--- config.mk ---
export PLATFORM = sky130hd
export DESIGN_NAME = multicycle_adder_flat
export DESIGN_NICKNAME = d
export VERILOG_FILES = /design/src/rtl/multicycle_adder_if.sv /design/src/rtl/multicycle_adder.sv /design/src/flat_wrapper.sv
export SDC_FILE = /design/constraint.sdc
export NUM_CORES = 1
export LEC_CHECK = 0
export BUFFER_PORTS_ARGS = -buffer_cell sky130_fd_sc_hd__buf_2
export CAP_MARGIN = 20
export CORE_MARGIN = 10
export CORE_UTILIZATION = 55
export DETAILED_ROUTE_END_ITERATION = 10
export PLACE_DENSITY_LB_ADDON = 0.08
export SETUP_SLACK_MARGIN = 0.3
export SLEW_MARGIN = 15
export SYNTH_ARGS = -nofsm -noshare
export SYNTH_HDL_FRONTEND = slang
export SYNTH_SLANG_ARGS = --single-unit
export TNS_END_PERCENT = 20
--- constraint.sdc ---
create_clock -name clk -period 3.12 [get_ports clk]
set_clock_uncertainty 0.15 [all_clocks]
set_input_delay 0.78 -clock clk [delete_from_list [all_inputs] [get_ports clk]]
set_output_delay 0.78 -clock clk [all_outputs]
set_load 0.005 [all_outputs]
--- src/rtl/multicycle_adder_if.sv ---
// Operand/result bundle for multicycle_adder; abort exists only with MULTICYCLE_ADDER_ABORT_EN.
// master drives requests and operands; slave returns status and registered results.
interface multicycle_adder_if #(
  parameter int WIDTH = 32
);
  logic             start;
  logic [WIDTH-1:0] a;
  logic [WIDTH-1:0] b;
  logic             subtract;
  logic             carryin;
`ifdef MULTICYCLE_ADDER_ABORT_EN
  logic             abort;
`endif
  logic             busy;
  logic             done;
  logic [WIDTH-1:0] sum;
  logic             carryout;
  logic             overflow;
  logic             zero;

  modport master (
`ifdef MULTICYCLE_ADDER_ABORT_EN
    output abort,
`endif
    output start, a, b, subtract, carryin,
    input  busy, done, sum, carryout, overflow, zero
  );

  modport slave (
`ifdef MULTICYCLE_ADDER_ABORT_EN
    input  abort,
`endif
    input  start, a, b, subtract, carryin,
    output busy, done, sum, carryout, overflow, zero
  );
endinterface

--- src/rtl/multicycle_adder.sv ---
// Chunked add/subtract, CHUNK bits per clock; result and done pulse N=WIDTH/CHUNK edges after start.
// start is taken only in IDLE/DONE (no queueing); MULTICYCLE_ADDER_ABORT_EN adds an abort input.
module multicycle_adder #(
  parameter int WIDTH = 32,
  parameter int CHUNK = 4
) (
  input  logic              clk,
  input  logic              reset,
  multicycle_adder_if.slave bus
);
  localparam int N     = WIDTH / CHUNK;
  localparam int IDX_W = (N > 1) ? $clog2(N) : 1;
  localparam logic [IDX_W-1:0] LAST = IDX_W'(N - 1);

  if (WIDTH < 1 || CHUNK < 1 || (WIDTH % CHUNK) != 0) begin : g_bad_params
    $error("multicycle_adder: CHUNK must divide WIDTH");
  end

  typedef enum logic [1:0] {IDLE, RUN, DONE} state_t;

  state_t           state, state_nxt;
  logic             accept;
  logic             finish;

  logic [WIDTH-1:0] a_sh;
  logic [WIDTH-1:0] b_sh;
  logic [WIDTH-1:0] partial;
  logic [WIDTH-1:0] partial_nxt;
  logic             carry;
  logic [IDX_W-1:0] idx;
  logic [CHUNK:0]   chunk_res;
  logic             ovf_nxt;

  logic [WIDTH-1:0] sum_q;
  logic             carryout_q;
  logic             overflow_q;
  logic             zero_q;

  always_ff @(posedge clk) begin
    if (reset) begin
      state <= IDLE;
    end else begin
      state <= state_nxt;
    end
  end

  always_comb begin
    state_nxt = state;
    accept    = 1'b0;
    finish    = 1'b0;
    unique case (state)
      IDLE, DONE: begin
        if (bus.start) begin
          accept    = 1'b1;
          state_nxt = RUN;
        end else begin
          state_nxt = IDLE;
        end
      end
      RUN: begin
`ifdef MULTICYCLE_ADDER_ABORT_EN
        // Abort beats completion on the last chunk.
        if (bus.abort) begin
          state_nxt = IDLE;
        end else
`endif
        if (idx == LAST) begin
          finish    = 1'b1;
          state_nxt = DONE;
        end
      end
      default: state_nxt = IDLE;
    endcase
  end

  // Operands shift right each step so the active chunk is always at bit 0;
  // the partial result fills in from the top and is fully aligned after N steps.
  always_comb begin
    chunk_res   = {1'b0, a_sh[CHUNK-1:0]} + {1'b0, b_sh[CHUNK-1:0]} + {{CHUNK{1'b0}}, carry};
    partial_nxt = (partial >> CHUNK) | (WIDTH'(chunk_res[CHUNK-1:0]) << (WIDTH - CHUNK));
    // Carry into the MSB is recovered as a^b^sum at that bit.
    ovf_nxt     = a_sh[CHUNK-1] ^ b_sh[CHUNK-1] ^ chunk_res[CHUNK-1] ^ chunk_res[CHUNK];
  end

  always_ff @(posedge clk) begin
    if (reset) begin
      a_sh       <= '0;
      b_sh       <= '0;
      partial    <= '0;
      carry      <= 1'b0;
      idx        <= '0;
      sum_q      <= '0;
      carryout_q <= 1'b0;
      overflow_q <= 1'b0;
      zero_q     <= 1'b0;
    end else if (accept) begin
      a_sh    <= bus.a;
      b_sh    <= bus.subtract ? ~bus.b : bus.b;
      carry   <= bus.subtract | bus.carryin;
      partial <= '0;
      idx     <= '0;
    end else if (state == RUN) begin
      a_sh    <= a_sh >> CHUNK;
      b_sh    <= b_sh >> CHUNK;
      carry   <= chunk_res[CHUNK];
      partial <= partial_nxt;
      idx     <= idx + IDX_W'(1);
      if (finish) begin
        sum_q      <= partial_nxt;
        carryout_q <= chunk_res[CHUNK];
        overflow_q <= ovf_nxt;
        zero_q     <= (partial_nxt == '0);
      end
    end
  end

  assign bus.busy     = (state == RUN);
  assign bus.done     = (state == DONE);
  assign bus.sum      = sum_q;
  assign bus.carryout = carryout_q;
  assign bus.overflow = overflow_q;
  assign bus.zero     = zero_q;
endmodule

--- src/flat_wrapper.sv ---
// flat-port wrapper written by rule: the top's interface ports become plain ports
module multicycle_adder_flat 
#(
  parameter int WIDTH = 32,
  parameter int CHUNK = 4
)
  (clk, reset, bus_start, bus_a, bus_b, bus_subtract, bus_carryin, bus_busy, bus_done, bus_sum, bus_carryout, bus_overflow, bus_zero);
  multicycle_adder_if #(.WIDTH(WIDTH)) bus_i ();
  input  logic clk;
  input  logic reset;
  input wire logic [$bits(bus_i.start)-1:0] bus_start;
  input wire logic [$bits(bus_i.a)-1:0] bus_a;
  input wire logic [$bits(bus_i.b)-1:0] bus_b;
  input wire logic [$bits(bus_i.subtract)-1:0] bus_subtract;
  input wire logic [$bits(bus_i.carryin)-1:0] bus_carryin;
  output wire logic [$bits(bus_i.busy)-1:0] bus_busy;
  output wire logic [$bits(bus_i.done)-1:0] bus_done;
  output wire logic [$bits(bus_i.sum)-1:0] bus_sum;
  output wire logic [$bits(bus_i.carryout)-1:0] bus_carryout;
  output wire logic [$bits(bus_i.overflow)-1:0] bus_overflow;
  output wire logic [$bits(bus_i.zero)-1:0] bus_zero;
  assign bus_i.start = bus_start;
  assign bus_i.a = bus_a;
  assign bus_i.b = bus_b;
  assign bus_i.subtract = bus_subtract;
  assign bus_i.carryin = bus_carryin;
  assign bus_busy = bus_i.busy;
  assign bus_done = bus_i.done;
  assign bus_sum = bus_i.sum;
  assign bus_carryout = bus_i.carryout;
  assign bus_overflow = bus_i.overflow;
  assign bus_zero = bus_i.zero;
  multicycle_adder #(.WIDTH(WIDTH), .CHUNK(CHUNK)) u_core (.clk(clk), .reset(reset), .bus(bus_i));
endmodule
-- Word level (Yosys, flattened, before mapping)
Cells that the tools add are included.
- flip-flop bits (word level): 137
- logic and storage cells: 44
- bitwise operators: 7
- equal/unequal tests: 4
- reduce and logical (&&, ||, !) cells: 6
- add/subtract/negate cells: 3
- muxes and demuxes: 14
- operators by type and width (kind ; number):
    $mux 32 ; 5
    $logic_not 32->1 ; 1
    $not 32->32 ; 1
    $or 28x32->32 ; 1
    $mux 1 ; 7
    $add 4x4->5 ; 1
    $add 5x1->5 ; 1
    $pmux 2 s2 ; 1
    $reduce_or 2->1 ; 2
    $add 3x1->3 const B ; 1
    $eq 3x3->1 const B ; 1
    $reduce_and 3->1 ; 1
    $xor 1x1->1 ; 3
    $eq 2x1->1 const B ; 1
    $eq 2x2->1 const B ; 1
    $logic_not 2->1 ; 1
    $mux 2 ; 1
    $ne 2x1->1 const B ; 1
    $reduce_bool 2->1 ; 1
    $not 1->1 ; 1
    $or 1x1->1 ; 1

-- Depth between registers and ports, before layout
- depth in word-level cells: 5
- depth in mapped cells: 8

-- Worst setup path after synthesis
Ideal clock, no wire load.
- path type: reg2reg
- start: reg u_core.carry
- end: reg u_core.zero_q (netlist: u_core.bus.zero)
- setup slack: 0.917 ns
- cell stages (with the launch flop): 7
- path buffers: 0
- arrival time: 1.966 ns
- period minus slack after synthesis: 2.203 ns
- path through: dfxtp_1 fa_1 fa_1 nor4_1 and4_1 nand4_1 o31ai_1
- longest elaborated chain between the ends: 3
- ends and longest elaborated chain (item ; RTL line ; RTL):
    start: declaration ; multicycle_adder.sv:29 ; logic carry;
    start signal: assignment ; multicycle_adder.sv:99 ; carry <= bus.subtract | bus.carryin;
    start signal: assignment ; multicycle_adder.sv:105 ; carry <= chunk_res[CHUNK];
    $add 5x1->5 ; multicycle_adder.sv:79 ; chunk_res = {1'b0, a_sh[CHUNK-1:0]} + {1'b0, b_sh[CHUNK-1:0]} + {{CHUNK{1'b0}}, carry};
    named net u_core.chunk_res[1] ; multicycle_adder.sv:31 ; logic [CHUNK:0] chunk_res;
    $or 28x32->32 ; multicycle_adder.sv:80 ; partial_nxt = (partial >> CHUNK) | (WIDTH'(chunk_res[CHUNK-1:0]) << (WIDTH - CHUNK));
    $logic_not 32->1 ; multicycle_adder.sv:112 ; zero_q <= (partial_nxt == '0);
    end signal: assignment ; multicycle_adder.sv:112 ;
    end: declaration ; multicycle_adder.sv:37 ; logic zero_q;
The timed path passes the listed nets, and every way through them passes these cells.
A chain may end at the register's enable or synchronous reset.

-- Worst setup path in the final report
- start: reg u_core.state[0]
- end: out bus_busy
- longest elaborated chain between the ends: 1
- ends and longest elaborated chain (item ; RTL line ; RTL):
    start: declaration ; multicycle_adder.sv:21 ; state_t state, state_nxt;
    start signal: assignment ; multicycle_adder.sv:43 ; state <= state_nxt;
    $eq 2x1->1 ; multicycle_adder.sv:117 ; assign bus.busy = (state == RUN);
    end: declaration ; flat_wrapper.sv:16 ; output wire logic [$bits(bus_i.busy)-1:0] bus_busy;
No other way between the ends.

==> metrics <==
Multi-input gate area 0.002440 sq mm; normalized max-slew margin 34.90%; first-pass GRT wire length 21730 um; Initial Util 55.92%; Power per Cell Area 639.0 mW/mm^2; Post-synth EDFFs 0; Root Buffer clkbuf_8; # hold bufs at CTS 0; post-synthesis compound-gate area fraction 21.19%; Async SR Flop Fraction 0%; cell accounting for the most synthesized area dfxtp_1; largest net degree at the start of global routing 68; mapped cell area 0.005390 sq mm; CTS resizes 0; Area contributors post-synth dfxtp_1, nand2_1, a21oi_1; critical path required time 2190 ps; IO Count 106; Avg Cell Area, Syn 8.435 sq um; routed length per instance 15.08 um; GRT Overall Usage 18.11%; DR DRC count 0; register area share after synthesis 49.40%; Vias/cell 5.457; Final min period 2456 ps; Die ar. 0.01416 sq mm; core area 0.009639 sq mm; delay-heaviest family, CP flip-flops; site row count 36; FILL cells 853; Worst EP arrival 1530 ps; CTS tree done; total negative slack 0 ps; final number of hold-violating endpoints 0; critical path buffer and inverter count 2; Post-Syn Nets 715; flops & latches, synth 133; VDD IR max 0.0003629 V; worst setup path class flop to output pin; Worst-Margin Slew 974.3 ps; die extent in x 119.0 um; main combinational cell family by area after synthesis compound AO/OA/AOI/OAI gates; Slowest-stage cell, CP dfxtp_1; chip height 119.0 um; Antenna Violating Nets Remaining 0; crit end category output pin; share of the synthesized area in the top cell type 49.40%; Total Wirelength 13080 um; nets 797; antenna violations before repair 0; Critical Path Max Stage Delay 430 ps; count of cell types in the netlist 33; layout cells sized above 1 20.44%; final setup margin 664.5 ps; CTS sink count 133; worst skew pair latency 510 ps; routed vias 4731; # diodes 0; synthesis-to-finish area growth 20.40%; RSZ-0062 raised after global routing false; Simple-Gate Fraction of Synth Area 16.30%; Clock Pin Slew Worst Setup and Hold Paths 60 ps; status finished, final reports clean; clock buffer depth 2; vias in the first global route 4718; Inserted Clock Buffers 17; mux cell area share after synthesis 0%; HPWL Detailed 8663 um; FMAX 407.2 MHz; crit start category flop; total gr overflow 0; type of the worst min-delay path flop to flop; routability-driven placement congestion ratio 0.8213; max cap viols 0; Final Max Tran Viols 0; predominant post-synthesis flop cell dfxtp_1; Synth Area in Adders 1.903%; YS warnings 0; Final setup viols 0; Post-Synth XOR/XNOR Area 5.687%; Sequential Area 0.002663 sq mm; CP cell instances nand2b_1, inv_4, buf_2; crit-path max FO 25; P_leak 2.556 nW; Final period util 78.70%; Syn Inst Count 639; pre-CTS setup slack 514.0 ps; PortBufs 105; initial DRC count 392; CTS H-tree lvls 4; Post-CTS Setup Bufs 0; DRT Pass-1 Iters 5
[worst register-to-register path, cell delays in order (launching register included)]
cell,delay [ps]
dfxtp_1,330
fa_1,470
fa_1,560
nor4_1,290
and4_1,220
nand4_1,90
o31ai_1,190
[placed cells by master, fill, tap and decap left out, types with 2 or more instances in the layout]
cell type   count
fa_1            2
clkbuf_8        3
nand2b_1        2
a211oi_1        4
buf_4          10
xor2_1         32
buf_2         104
bufinv_16       2
inv_1           3
nand2_1       175
nor2_4          2
o31ai_1         3
nor4_1          7
inv_6           5
clkbuf_16      16
ha_1            5
and2_1          2
dfxtp_1       133
xnor2_1         3
nand3_1         3
clkinvlp_4      3
nor2_1         17
a21oi_1       118
nor2b_1         2
a22oi_1        64
[stage by stage]
step | power (W) | util, % | std cells | hold WS [ps] | area, sq um
final | 0.004147 | 67.33 | 867 | 298.9 | 6490
after global routing | 0.004312 | 67.33 | 867 | 318.6 | 6490
after CTS | 0.004175 | 67.33 | 867 | 301.1 | 6490
after detailed placement | 0.002213 | 61.23 | 835 | 293.0 | 5902
after global placement | 0.002202 | 61.23 | 835 | 289.5 | 5902
after floorplan | 0.002115 | - | 639 | 286.8 | 5390
[synthesized netlist by cell type (2+ instances only)]
cell type,instances
buf_2,23
buf_4,3
nor2_1,17
a211oi_1,4
xnor2_1,3
nor2b_1,2
nand3_1,3
inv_1,3
xor2_1,32
ha_1,5
nand2_1,175
buf_6,6
nand2b_1,2
o31ai_1,3
fa_1,2
nor4_1,7
a21oi_1,118
dfxtp_1,133
a22oi_1,64
and2_1,2
clkbuf_1,20
[state kept, by name, indices dropped and copies added (netlist names)]
signal / count
u_core.bus.zero: 1
u_core.bus.sum: 32
u_core.carry: 1
u_core.b_sh: 32
u_core.bus.overflow: 1
u_core.bus.carryout: 1
u_core.state: 2
u_core.partial: 28
u_core.idx: 3
u_core.a_sh: 32
[logic make-up (layout without fill, tap and decap cells)]
group	count (synthesis)	after routing
adders and majority gates	7	7
AOI/OAI and AO/OA	192	192
DFF	133	133
buffers and inverters	56	151
xor gates and xnor gates	35	35
and+or+nand+nor	216	216
[path summary, 6_finish.rpt]
path	end	depth (start not counted)	slack [ps]	startpoint
worst max register to register	u_core.bus.zero	6	740	u_core.carry
worst min-delay path	u_core.bus.sum[13]	2	300	u_core.bus.sum[13]
worst max-delay path	bus_busy	3	660	u_core.state[0]
worst min register to register	u_core.bus.sum[13]	2	300	u_core.bus.sum[13]
[layer usage]
metal / routed length (um) / vias up / global-route usage [%]
li1: - / 2350 / -
met1: 5544 / 2211 / 21.40
met5: 0 / - / 0
met4: 199 / 0 / 6.336
met3: 880 / 18 / 6.046
met2: 6453 / 152 / 30.08
[cell type report]
class | count | area share, %
Clock buffer | 20 | 6.863
Clock inverter | 12 | 2.198
Inverter | 4 | 0.2699
Multi-Input combinational cell | 450 | 37.59
Sequential cell | 133 | 41.03
Tap cell | 133 | 2.564
Timing Repair Buffer | 115 | 9.485
[report_power, final]
part	total, W	switching, W	internal, W
Combinational	0.000371	0.000228	0.000143
Sequential	0.00181	0.0000424	0.00177
Clock	0.00197	0.000770	0.00120
(Power assumes the default switching activity.)
